$ cat config.mk
export PLATFORM = sky130hd
export DESIGN_NAME = pipe_buf
export DESIGN_NICKNAME = d
export VERILOG_FILES = /design/src/rtl/pipe_buf.sv
export SDC_FILE = /design/constraint.sdc
export NUM_CORES = 1
export LEC_CHECK = 0
export BUFFER_PORTS_ARGS = -buffer_cell sky130_fd_sc_hd__buf_2
export CORE_MARGIN = 3
export CORE_UTILIZATION = 40
export DETAILED_ROUTE_END_ITERATION = 12
export REMOVE_ABC_BUFFERS = 1
export SYNTH_ARGS = -nofsm -noshare
export SYNTH_HDL_FRONTEND = slang
export SYNTH_SLANG_ARGS = --single-unit
$ cat constraint.sdc
create_clock -name clk -period 3.81 [get_ports clk]
set_input_delay 1.143 -clock clk [delete_from_list [all_inputs] [get_ports clk]]
set_output_delay 1.143 -clock clk [all_outputs]
set_load 0.005 [all_outputs]
$ cat src/rtl/pipe_buf.sv
// Elastic register pipeline with per-stage valid bits: stages advance when empty or when the
// stage downstream advances, so bubbles collapse while stalled. Flush and reset both empty it.
module pipe_buf #(
    parameter int               WIDTH = 32,
    parameter int               DEPTH = 2,
    parameter logic [0:WIDTH-1] RESET = '0
) (
    input  logic             clk,
    input  logic             rst,
    input  logic             flush,
    input  logic             in_valid,
    output logic             in_ready,
    input  logic [0:WIDTH-1] din,
    output logic             out_valid,
    input  logic             out_ready,
    output logic [0:WIDTH-1] dout,
    output logic [3:0]       occupancy
);
    logic [0:WIDTH-1] data_q [DEPTH];
    logic [0:WIDTH-1] data_d [DEPTH];
    logic [DEPTH-1:0] vld_q, vld_d, adv;
    logic [3:0]       occ_q, occ_d;
    logic             kill, accept, pop, chain;

    assign kill = rst | flush;

    // A stage advances if out_ready is high or any stage from it to the output is empty.
    always_comb begin
        chain = out_ready;
        adv   = '0;
        for (int i = DEPTH - 1; i >= 0; i--) begin
            chain  = chain | ~vld_q[i];
            adv[i] = chain;
        end
    end

    assign in_ready = adv[0] & ~kill;
    assign accept   = in_valid & in_ready;
    assign pop      = vld_q[DEPTH-1] & out_ready & ~kill;

    // Data registers only load when a valid word moves into them.
    always_comb begin
        vld_d  = vld_q;
        data_d = data_q;
        if (adv[0]) begin
            vld_d[0] = accept;
            if (accept) data_d[0] = din;
        end
        for (int i = 1; i < DEPTH; i++) begin
            if (adv[i]) begin
                vld_d[i] = vld_q[i-1];
                if (vld_q[i-1]) data_d[i] = data_q[i-1];
            end
        end
    end

    always_comb begin
        case ({accept, pop})
            2'b10:   occ_d = occ_q + 4'd1;
            2'b01:   occ_d = occ_q - 4'd1;
            default: occ_d = occ_q;
        endcase
    end

    always_ff @(posedge clk) begin
        if (kill) begin
            vld_q <= '0;
            occ_q <= '0;
            for (int i = 0; i < DEPTH; i++) data_q[i] <= RESET;
        end else begin
            vld_q <= vld_d;
            occ_q <= occ_d;
            for (int i = 0; i < DEPTH; i++) data_q[i] <= data_d[i];
        end
    end

    assign out_valid = vld_q[DEPTH-1];
    assign dout      = data_q[DEPTH-1];
    assign occupancy = occ_q;

endmodule

==> results of run 1 <==
## where the power goes
group	switching (mW)	internal [mW]
logic	0.0469	0.0290
clock network	0.248	0.245
registers	0.00764	0.747
## state kept, by name (all words and copies together), names as in the netlist
signal,flops
occupancy,4
dout,32
vld_q,2
data_q,32
## layer usage
layer / part of all wire (%) / vias to the layer above
met5: 0 / -
met4: 1.9 / 0
met3: 6.2 / 12
met2: 44 / 54
met1: 48 / 953
li1: - / 1169
## through the flow
stage	worst slack [ns]	total power, mW
after floorplan	-1.00	0.806
final	0.742	1.32
after global routing	0.707	1.38
after CTS	0.750	1.34
after global placement	0.717	0.847
after detailed placement	0.657	0.848
## layout make-up
cell class              count  area, um^2  share of cell area, %
inverters                  34         128                   3.99
multi-input cells         194         982                   30.7
clock buffers              12         145                   4.53
clock inverters             2        10.0                  0.313
repair buffers             80         415                   13.0
well taps                  96         120                   3.75
flip-flops and latches     70        1400                   43.8
## cell families (layout without fill, tap and decap cells)
kind of cell | Yosys count | count (layout) | share of synthesized area (%)
flip-flops | 70 | 70 | 49.5
AO/OA/AOI/OAI | 73 | 73 | 13.5
multiplexers | 1 | 1 | 0.353
buffers and inverters | 87 | 128 | 16.5
adder cells (fa/ha/maj) | 3 | 3 | 1.33
AND/OR/NAND/NOR | 114 | 114 | 18.0
XOR/XNOR | 3 | 3 | 0.928
## worst min-delay path: stages (launching register included)
cell	delay, ns
dfxtp_1	0.31
nand2_1	0.05
a21oi_1	0.05
## path summary, 6_finish.rpt
path / from / endpoint / slack, ns
setup reg to reg: vld_q[0]$_SDFFE_PP0N_ / occupancy[3]$_SDFFE_PP0P_ / 1.77
hold reg to reg: data_q[57]$_SDFFE_PP0P_ / dout[6]$_SDFFE_PP0P_ / 0.45
hold / removal: data_q[57]$_SDFFE_PP0P_ / dout[6]$_SDFFE_PP0P_ / 0.45
setup / recovery: flush / in_ready / 0.74
## layout by cell type (no fill, tap or decap), types with 2 or more instances in the layout
cell      instances
or3_1             2
clkbuf_8         10
xor2_1            3
nand2b_1          3
nand3_1          32
o21ai_1           8
inv_1            34
clkinv_2          2
nor2_1            4
ha_1              3
clkbuf_1          2
buf_4             6
nand3b_1          2
buf_2            74
nand2_1          64
dfxtp_1          70
a21oi_1          36
o21ai_0          26
==> out/results.tsv, run 1 <==
stage	metric	value	unit
sta	setup_viol	0	
global_route	grt_pass1_vias	1991	
global_route	grt_util_all_layers	14.6	%
logic_synthesis	yosys_most_used_dff	dfxtp_1	
detailed_routing	wl_per_cell	11.5	um
clock_tree	clk_latency	0.34	ns
cells_and_area	final_nets	429	
setup_path	crit_path_start_kind	input port	
worst_hold_path	hold_path_class	reg -> reg	
logic_synthesis	syn_inst	351	
cells_and_area	antennaDiodeCount	0	
cells_and_area	fin_util	46.9	%
sta	whs	0.446	ns
setup_path	r2r_cells	8	
floorplan	die_y	90.2	um
power_and_ir_drop	leakagePower	1.40	nW
sta	rsz0062_at_grt	false	
setup_path	cp.arrival	1.93	ns
floorplan	core	0.00683	mm^2
power_and_ir_drop	vdd_drop_max	0.000188	V
sta	slew_headroom	48.0	%
clock_tree	postCtsHoldBufs	0	
place	port_buffers	74	
setup_path	required	2.67	ns
sta	finalMaxSlewViolations	0	
place	place_area	0.00305	mm^2
clock_tree	cts_tree	yes	
place	gp_congestion	0.766	
clock_tree	clock_sinks	70	
clock_tree	clk_pin_slew	0.06	ns
logic_synthesis	synth_top_cell_area_share	49.5	%
global_route	grt-busiest-layer	met2	
logic_synthesis	synth_area_leaders	dfxtp_1 49%, buf_4 8.7%, nand2_1 8.5%, a21oi_1 6.4%, nand3_1 5.8%	
sta	hold_viol	0	
detailed_routing	drcViolationCount	0	
clock_tree	cts_resized	0	
power_and_ir_drop	pwr_density_cell	413	mW/mm^2
cells_and_area	postLayoutCellArea	0.00320	mm^2
detailed_routing	vias_per_cell	4.48	
cells_and_area	fin_cells	488	
detailed_routing	dr_total_vias	2188	
global_route	grt-ovfl-total	0	
setup_path	crit_chain	buf_2 -> or2_2 -> a21oi_1 -> buf_2	
floorplan	die-width	90.2	um
sta	max_freq	0.326	GHz
worst_hold_path	min_path_cells	2	
cells_and_area	fillCellCount	759	
setup_path	cp-end-kind	output port	
global_route	met1_usage	18.6	%
logic_synthesis	synth_edf_count	0	
setup_path	critPathKind	in -> out	
floorplan	ios	75	
place	hpwl	3790	um
global_route	grt_max_degree	39	
cells_and_area	drive_gt1_share	25.3	%
sta	tightestPinTransition	0.778	ns
clock_tree	cts_buffers	9	
global_route	met2_usage	22.2	%
detailed_routing	dr.pass1.iters	4	
global_route	antenna_found_initial	0	
logic_synthesis	syn_area_per_cell	8.07	um^2
setup_path	cp_top_family	simple AND/OR/NAND/NOR gates	
cells_and_area	area_delta_synth_final	13.0	%
clock_tree	clock_path_buffers	2	
sta	layout_worst_path_cycle_share	80.5	%
logic_synthesis	ys_seq_area_share	49.5	%
detailed_routing	drt_iter0_markers	134	
logic_synthesis	synthTopCellsByCount	70 x dfxtp_1, 64 x nand2_1, 36 x a21oi_1, 34 x inv_1	
logic_synthesis	ys_warn_count	0	
logic_synthesis	async_flop_share	0	%
logic_synthesis	yosysTopAreaCell	dfxtp_1	
setup_path	critPathSlowestCell	or2_2	
logic_synthesis	ys_types	27	
logic_synthesis	yosysMostFrequentCell	dfxtp_1	
setup_path	crit_top_cell	buf_2	
setup_path	crit_cells	4	
sta	post-route-min-period	3.07	ns
logic_synthesis	synth_area	0.00283	mm^2
detailed_routing	wl	5620	um
clock_tree	post_cts_buffers	0	
floorplan	num_rows	30	
status	status	completed	
detailed_routing	final_antenna_net_count	0	
clock_tree	root_buffer	clkbuf_8	
clock_tree	h-tree-depth	3	
setup_path	worstPathMaxFanout	2	
logic_synthesis	synth-seq-cells	70	
global_route	gr-usage-met3	4.85	%
place	placedCellCount	474	
sta	fin_tns_setup	0	ns
floorplan	start_util	41.5	%
run	drv_cap	0	
setup_path	crit_path_max_incr_delay	0.32	ns
sta	clock-skew-final	0.00624	ns
setup_path	worst-path-buf-inv	2	
floorplan	die-area	0.00813	mm^2
global_route	grt_pass1_wl	9470	um
Power figures use the tool's default switching activity.
==> run 2, diff against run 1 <==
- PLACE_DENSITY: not set -> 0.66
- clock period: 3.81 -> 2.55 ns (I/O delays scaled with it)
==> run 2 against run 1 <==
Non-clock buffer count grew 2. Final area is essentially flat. Clock skew is essentially flat. Largest power group unchanged. Critical endpoint unchanged. Sequential power grew 50%. Worst setup slack lost 0.49 ns. Hold slack is essentially flat. Final cell count grew 0.20%. Via count grew 1.1%.
==> out/results.tsv, run 2 (synthesized netlist as in run 1, its figures left out) <==
stage	metric	value	unit	change
detailed_routing	drcViolationCount	0		unchanged
global_route	grt_util_all_layers	14.3	%	-0.23 points
setup_path	required	1.79	ns	-0.88 ns
cells_and_area	fin_cells	489		+0.20%
clock_tree	clock_path_buffers	2		unchanged
place	port_buffers	74		unchanged
cells_and_area	final_nets	431		+0.47%
global_route	antenna_found_initial	0		unchanged
cells_and_area	fillCellCount	754		-0.66%
floorplan	start_util	41.5	%	unchanged
setup_path	worst-path-buf-inv	2		unchanged
clock_tree	root_buffer	clkbuf_8		
clock_tree	post_cts_buffers	0		unchanged
floorplan	ios	75		unchanged
clock_tree	clk_pin_slew	0.07	ns	about the same
global_route	grt_max_degree	65		+67%
sta	tightestPinTransition	0.543	ns	-0.235 ns
place	place_area	0.00306	mm^2	+0.33%
sta	setup_viol	0		unchanged
power_and_ir_drop	pwr_density_cell	606	mW/mm^2	+47%
setup_path	critPathKind	in -> out		
clock_tree	cts_tree	yes		
setup_path	crit_cells	4		unchanged
setup_path	cp.arrival	1.54	ns	-0.39 ns
detailed_routing	dr.pass1.iters	6		+2
floorplan	core	0.00683	mm^2	unchanged
detailed_routing	drt_iter0_markers	44		-67%
global_route	grt-ovfl-total	0		unchanged
clock_tree	cts_resized	0		unchanged
sta	fin_tns_setup	0	ns	unchanged
sta	slew_headroom	63.8	%	+16 points
setup_path	crit_path_start_kind	input port		
sta	hold_viol	0		unchanged
sta	rsz0062_at_grt	false		
floorplan	die_y	90.2	um	unchanged
place	gp_congestion	0.760		-0.74%
sta	max_freq	0.434	GHz	
run	drv_cap	0		unchanged
cells_and_area	postLayoutCellArea	0.00320	mm^2	about the same
setup_path	worstPathMaxFanout	2		unchanged
floorplan	die-area	0.00813	mm^2	unchanged
setup_path	cp_top_family	simple AND/OR/NAND/NOR gates		
cells_and_area	antennaDiodeCount	0		unchanged
cells_and_area	drive_gt1_share	25.7	%	+0.44 points
detailed_routing	final_antenna_net_count	0		unchanged
sta	layout_worst_path_cycle_share	90.3	%	
setup_path	crit_top_cell	buf_2		
sta	finalMaxSlewViolations	0		unchanged
place	placedCellCount	476		+0.42%
detailed_routing	vias_per_cell	4.53		+0.94%
cells_and_area	area_delta_synth_final	12.9	%	about the same
clock_tree	cts_buffers	9		unchanged
clock_tree	clock_sinks	70		unchanged
power_and_ir_drop	vdd_drop_max	0.000288	V	+53%
clock_tree	h-tree-depth	3		unchanged
worst_hold_path	hp-start	data_q[41]$_SDFFE_PP0P_		
setup_path	reg2reg_to	occupancy[2]$_SDFFE_PP0P_		
global_route	grt_pass1_vias	2040		+2.5%
worst_hold_path	hold_end	dout[22]$_SDFFE_PP0P_		
status	status	completed		
setup_path	r2r_setup_slack	0.65	ns	-1.12 ns
global_route	grt_pass1_wl	9440	um	-0.29%
floorplan	num_rows	30		unchanged
sta	worst_slack	0.247	ns	-0.494 ns
setup_path	r2r_cells	9		+1
sta	post-route-min-period	2.30	ns	
detailed_routing	wl	5590	um	-0.52%
place	pre_cts_ws	0.0735	ns	-0.583 ns
cells_and_area	final_common_cell	buf_2		
power_and_ir_drop	leakagePower	1.41	nW	+0.43%
detailed_routing	wl_per_cell	11.4	um	-0.72%
worst_hold_path	min_path_cells	2		unchanged
setup_path	cp-end-kind	output port		
clock_tree	clk_latency	0.33	ns	about the same
setup_path	crit_path_max_incr_delay	0.32	ns	about the same
sta	clock-skew-final	0.00619	ns	-0.0000483 ns
detailed_routing	dr_total_vias	2213		+1.1%
setup_path	r2r-start	vld_q[1]$_SDFFE_PP0P_		
cells_and_area	fin_util	46.8	%	about the same
setup_path	crit_chain	buf_2 -> or2_2 -> a21oi_1 -> buf_2		
cells_and_area	final_cell_mix	74 x buf_2, 70 x dfxtp_1, 64 x nand2_1		
setup_path	critPathSlowestCell	or2_2		
worst_hold_path	hold_path_class	reg -> reg		
floorplan	die-width	90.2	um	unchanged
place	hpwl	3710	um	-2.0%
clock_tree	postCtsHoldBufs	0		unchanged
==> run 2: changes by cell type in the layout (fill, tap and decap cells not counted), sizes merged <==
cell,previous run,this run
buf,80,82
clkbuf,12,10
clkinv,2,3
==> run 2: tightest hold or removal path: cells and delay by family (launching register included) <==
family | cells | cell delay (ns)
AOI/OAI and AO/OA | 1 | 0.05
DFF | 1 | 0.31
and+or+nand+nor | 1 | 0.05
==> run 2: how the worst max path moves through the flow <==
stage          startpoint                   endpoint  slack, ns
6_report            flush                   in_ready       0.25
5_1_grt             flush                   in_ready       0.22
4_1_cts             flush                   in_ready       0.23
3_5_place_dp        flush  occupancy[2]$_SDFFE_PP0P_       0.07
3_3_place_gp        flush  occupancy[2]$_SDFFE_PP0P_       0.13
2_1_floorplan       flush  occupancy[2]$_SDFFE_PP0P_      -1.88
==> run 2: layout make-up <==
type | count | area (um^2) | share of cell area [%]
Inverter | 34 | 128 | 3.99
Sequential cell | 70 | 1400 | 43.8
Clock inverter | 3 | 15.0 | 0.469
Tap cell | 96 | 120 | 3.75
Clock buffer | 10 | 128 | 3.99
Timing Repair Buffer | 82 | 430 | 13.5
Multi-Input combinational cell | 194 | 977 | 30.5
==> run 2: layer usage <==
layer / GRT usage, % / routed length [um]
met2: 22.8 / 2490
met3: 3.93 / 289
met4: 6.12 / 73
met5: 0 / 0
met1: 18.2 / 2730
==> run 2: power by group <==
part           total, mW  switching [mW]  internal, mW
clock              0.699           0.367         0.332
sequential          1.13          0.0114          1.12
combinational      0.113          0.0696        0.0436
==> run 2: through the flow <==
step	power (mW)	hold slack, ns
floorplan	1.20	0.432
global placement	1.26	0.438
detailed placement	1.27	0.444
CTS	1.97	0.449
global route	2.03	0.463
finish	1.94	0.446
==> run 3, diff against run 2 <==
- REMOVE_ABC_BUFFERS: 1 -> not set
==> run 3 against run 2 <==
Register-to-register slack worse by 0.05 ns. Critical path type unchanged. Sequential cell count unchanged. Maximum frequency grew 5.2%. Via count barely moved. Sequential share of layout area decreased by 0.82 points. Clock skew is 0.0013 ns lower. Global-route usage shrank 0.45 points.
==> out/results.tsv, run 3 (synthesized netlist as in run 1, its figures left out) <==
stage	metric	value	unit	change
status	status	completed		
worst_hold_path	min_path_cells	2		unchanged
detailed_routing	drt-met1-wl	2520	um	-7.8%
run	drv_cap	0		unchanged
floorplan	ios	75		unchanged
setup_path	critPathKind	in -> out		
floorplan	die-area	0.00813	mm^2	unchanged
power_and_ir_drop	vdd_drop_max	0.000269	V	-6.6%
cells_and_area	final_cell_mix	74 x buf_2, 70 x dfxtp_1, 64 x nand2_1		
sta	max_freq	0.457	GHz	+5.2%
cells_and_area	drive_gt1_share	26.3	%	+0.56 points
sta	finalMaxSlewViolations	0		unchanged
place	hpwl	3900	um	+5.1%
detailed_routing	wl	5490	um	-1.8%
global_route	antenna_found_initial	0		unchanged
setup_path	crit_path_start_kind	input port		
worst_hold_path	hold_path_class	reg -> reg		
sta	tightestPinTransition	0.688	ns	+0.145 ns
detailed_routing	wl_met2	2670	um	+7.0%
sta	fin_tns_setup	0	ns	unchanged
sta	post-route-min-period	2.19	ns	-0.114 ns
setup_path	worstPathMaxFanout	2		unchanged
power_and_ir_drop	pwr_density_cell	655	mW/mm^2	+8.0%
detailed_routing	dr.pass1.iters	4		-2
floorplan	die-width	90.2	um	unchanged
detailed_routing	vias_per_cell	4.49		-0.70%
sta	slew_headroom	54.0	%	-9.9 points
sta	hold_viol	0		unchanged
clock_tree	post_cts_buffers	0		unchanged
clock_tree	clock_path_buffers	2		unchanged
clock_tree	h-tree-depth	3		unchanged
global_route	grt_util_all_layers	13.9	%	-0.45 points
power_and_ir_drop	p_total	2.13	mW	+10%
sta	setup_viol	0		unchanged
global_route	grt_max_degree	41		-37%
logic_synthesis	syn_nets	391		
detailed_routing	topRoutingLayerUsed	met4		
floorplan	core	0.00683	mm^2	unchanged
detailed_routing	dr_total_vias	2211		-0.090%
place	port_buffers	74		unchanged
global_route	grt_pass1_wl	9210	um	-2.4%
cells_and_area	antennaDiodeCount	0		unchanged
cells_and_area	final_common_cell	buf_2		
detailed_routing	drt_iter0_markers	56		+27%
detailed_routing	drcViolationCount	0		unchanged
detailed_routing	final_antenna_net_count	0		unchanged
sta	rsz0062_at_grt	false		
floorplan	num_rows	30		unchanged
clock_tree	cts_resized	0		unchanged
sta	whs	0.448	ns	+0.00235 ns
setup_path	required	1.79	ns	about the same
setup_path	cp-end-kind	output port		
detailed_routing	wl_met3	243	um	-16%
clock_tree	root_buffer	clkbuf_8		
sta	clock-skew-final	0.00487	ns	-0.00132 ns
cells_and_area	area_delta_synth_final	15.1	%	
clock_tree	clock_sinks	70		unchanged
setup_path	r2r_cells	9		unchanged
clock_tree	cts_buffers	9		unchanged
clock_tree	cts_tree	yes		
clock_tree	clk_latency	0.33	ns	about the same
sta	layout_worst_path_cycle_share	85.8	%	-4.5 points
detailed_routing	wl_per_cell	11.2	um	-2.4%
setup_path	cp.arrival	1.42	ns	-0.12 ns
floorplan	start_util	41.5	%	unchanged
clock_tree	clk_pin_slew	0.07	ns	about the same
place	gp_congestion	0.710		-6.6%
clock_tree	postCtsHoldBufs	0		unchanged
power_and_ir_drop	leakagePower	1.43	nW	+1.4%
cells_and_area	final_nets	431		unchanged
global_route	grt_pass1_vias	2041		+0.049%
floorplan	die_y	90.2	um	unchanged
global_route	grt-ovfl-total	0		unchanged
## run 3: cell types whose count changed in the layout (fill, tap and decap cells not counted), sizes merged
cell      change
bufinv        +1
clkinvlp      +1
clkbuf        +3
clkinv        -2
## run 3: worst paths after layout
check,from,endpoint,slack [ns]
max,flush,in_ready,0.36
min,data_q[35]$_SDFFE_PP0P_,dout[28]$_SDFFE_PP0P_,0.45
max reg2reg,vld_q[0]$_SDFFE_PP0N_,occupancy[2]$_SDFFE_PP0P_,0.60
min reg2reg,data_q[35]$_SDFFE_PP0P_,dout[28]$_SDFFE_PP0P_,0.45
## run 3: report_power, final
part,internal (mW),total (mW),switching (mW)
logic,0.0447,0.113,0.0684
clock network,0.505,0.895,0.390
registers,1.12,1.13,0.0113
## run 3: layout make-up
| type | count | area, um^2 |
|---|---|---|
| fill | 739 | 3570 |
| tap | 96 | 120 |
| clock inverter | 3 | 42.5 |
| sequential | 70 | 1400 |
| timing repair buffer | 82 | 430 |
| multi-input combinational | 194 | 980 |
| clock buffer | 13 | 159 |
| inverter | 34 | 128 |
## run 3: layer usage
metal | GRT usage (%) | up-vias
met3 | 4.44 | 7
met4 | 6.12 | 0
li1 | - | 1178
met2 | 23.1 | 42
met1 | 16.4 | 984
met5 | 0 | -
## run 3: metrics by stage
stage | cells | utilization [%] | setup slack [ns] | instance area (um^2)
after global placement | 476 | 44.8 | 0.103 | 3060
after global routing | 492 | 47.7 | 0.278 | 3260
final | 492 | 47.7 | 0.361 | 3260
after detailed placement | 476 | 44.8 | 0.0558 | 3060
after floorplan | 351 | - | 0.00641 | 2840
after CTS | 492 | 47.7 | 0.354 | 3260
## run 3: critical path, cell delays in order
cell     delay [ns]
buf_2          0.12
or2_2          0.30
a21oi_1        0.11
buf_2          0.12
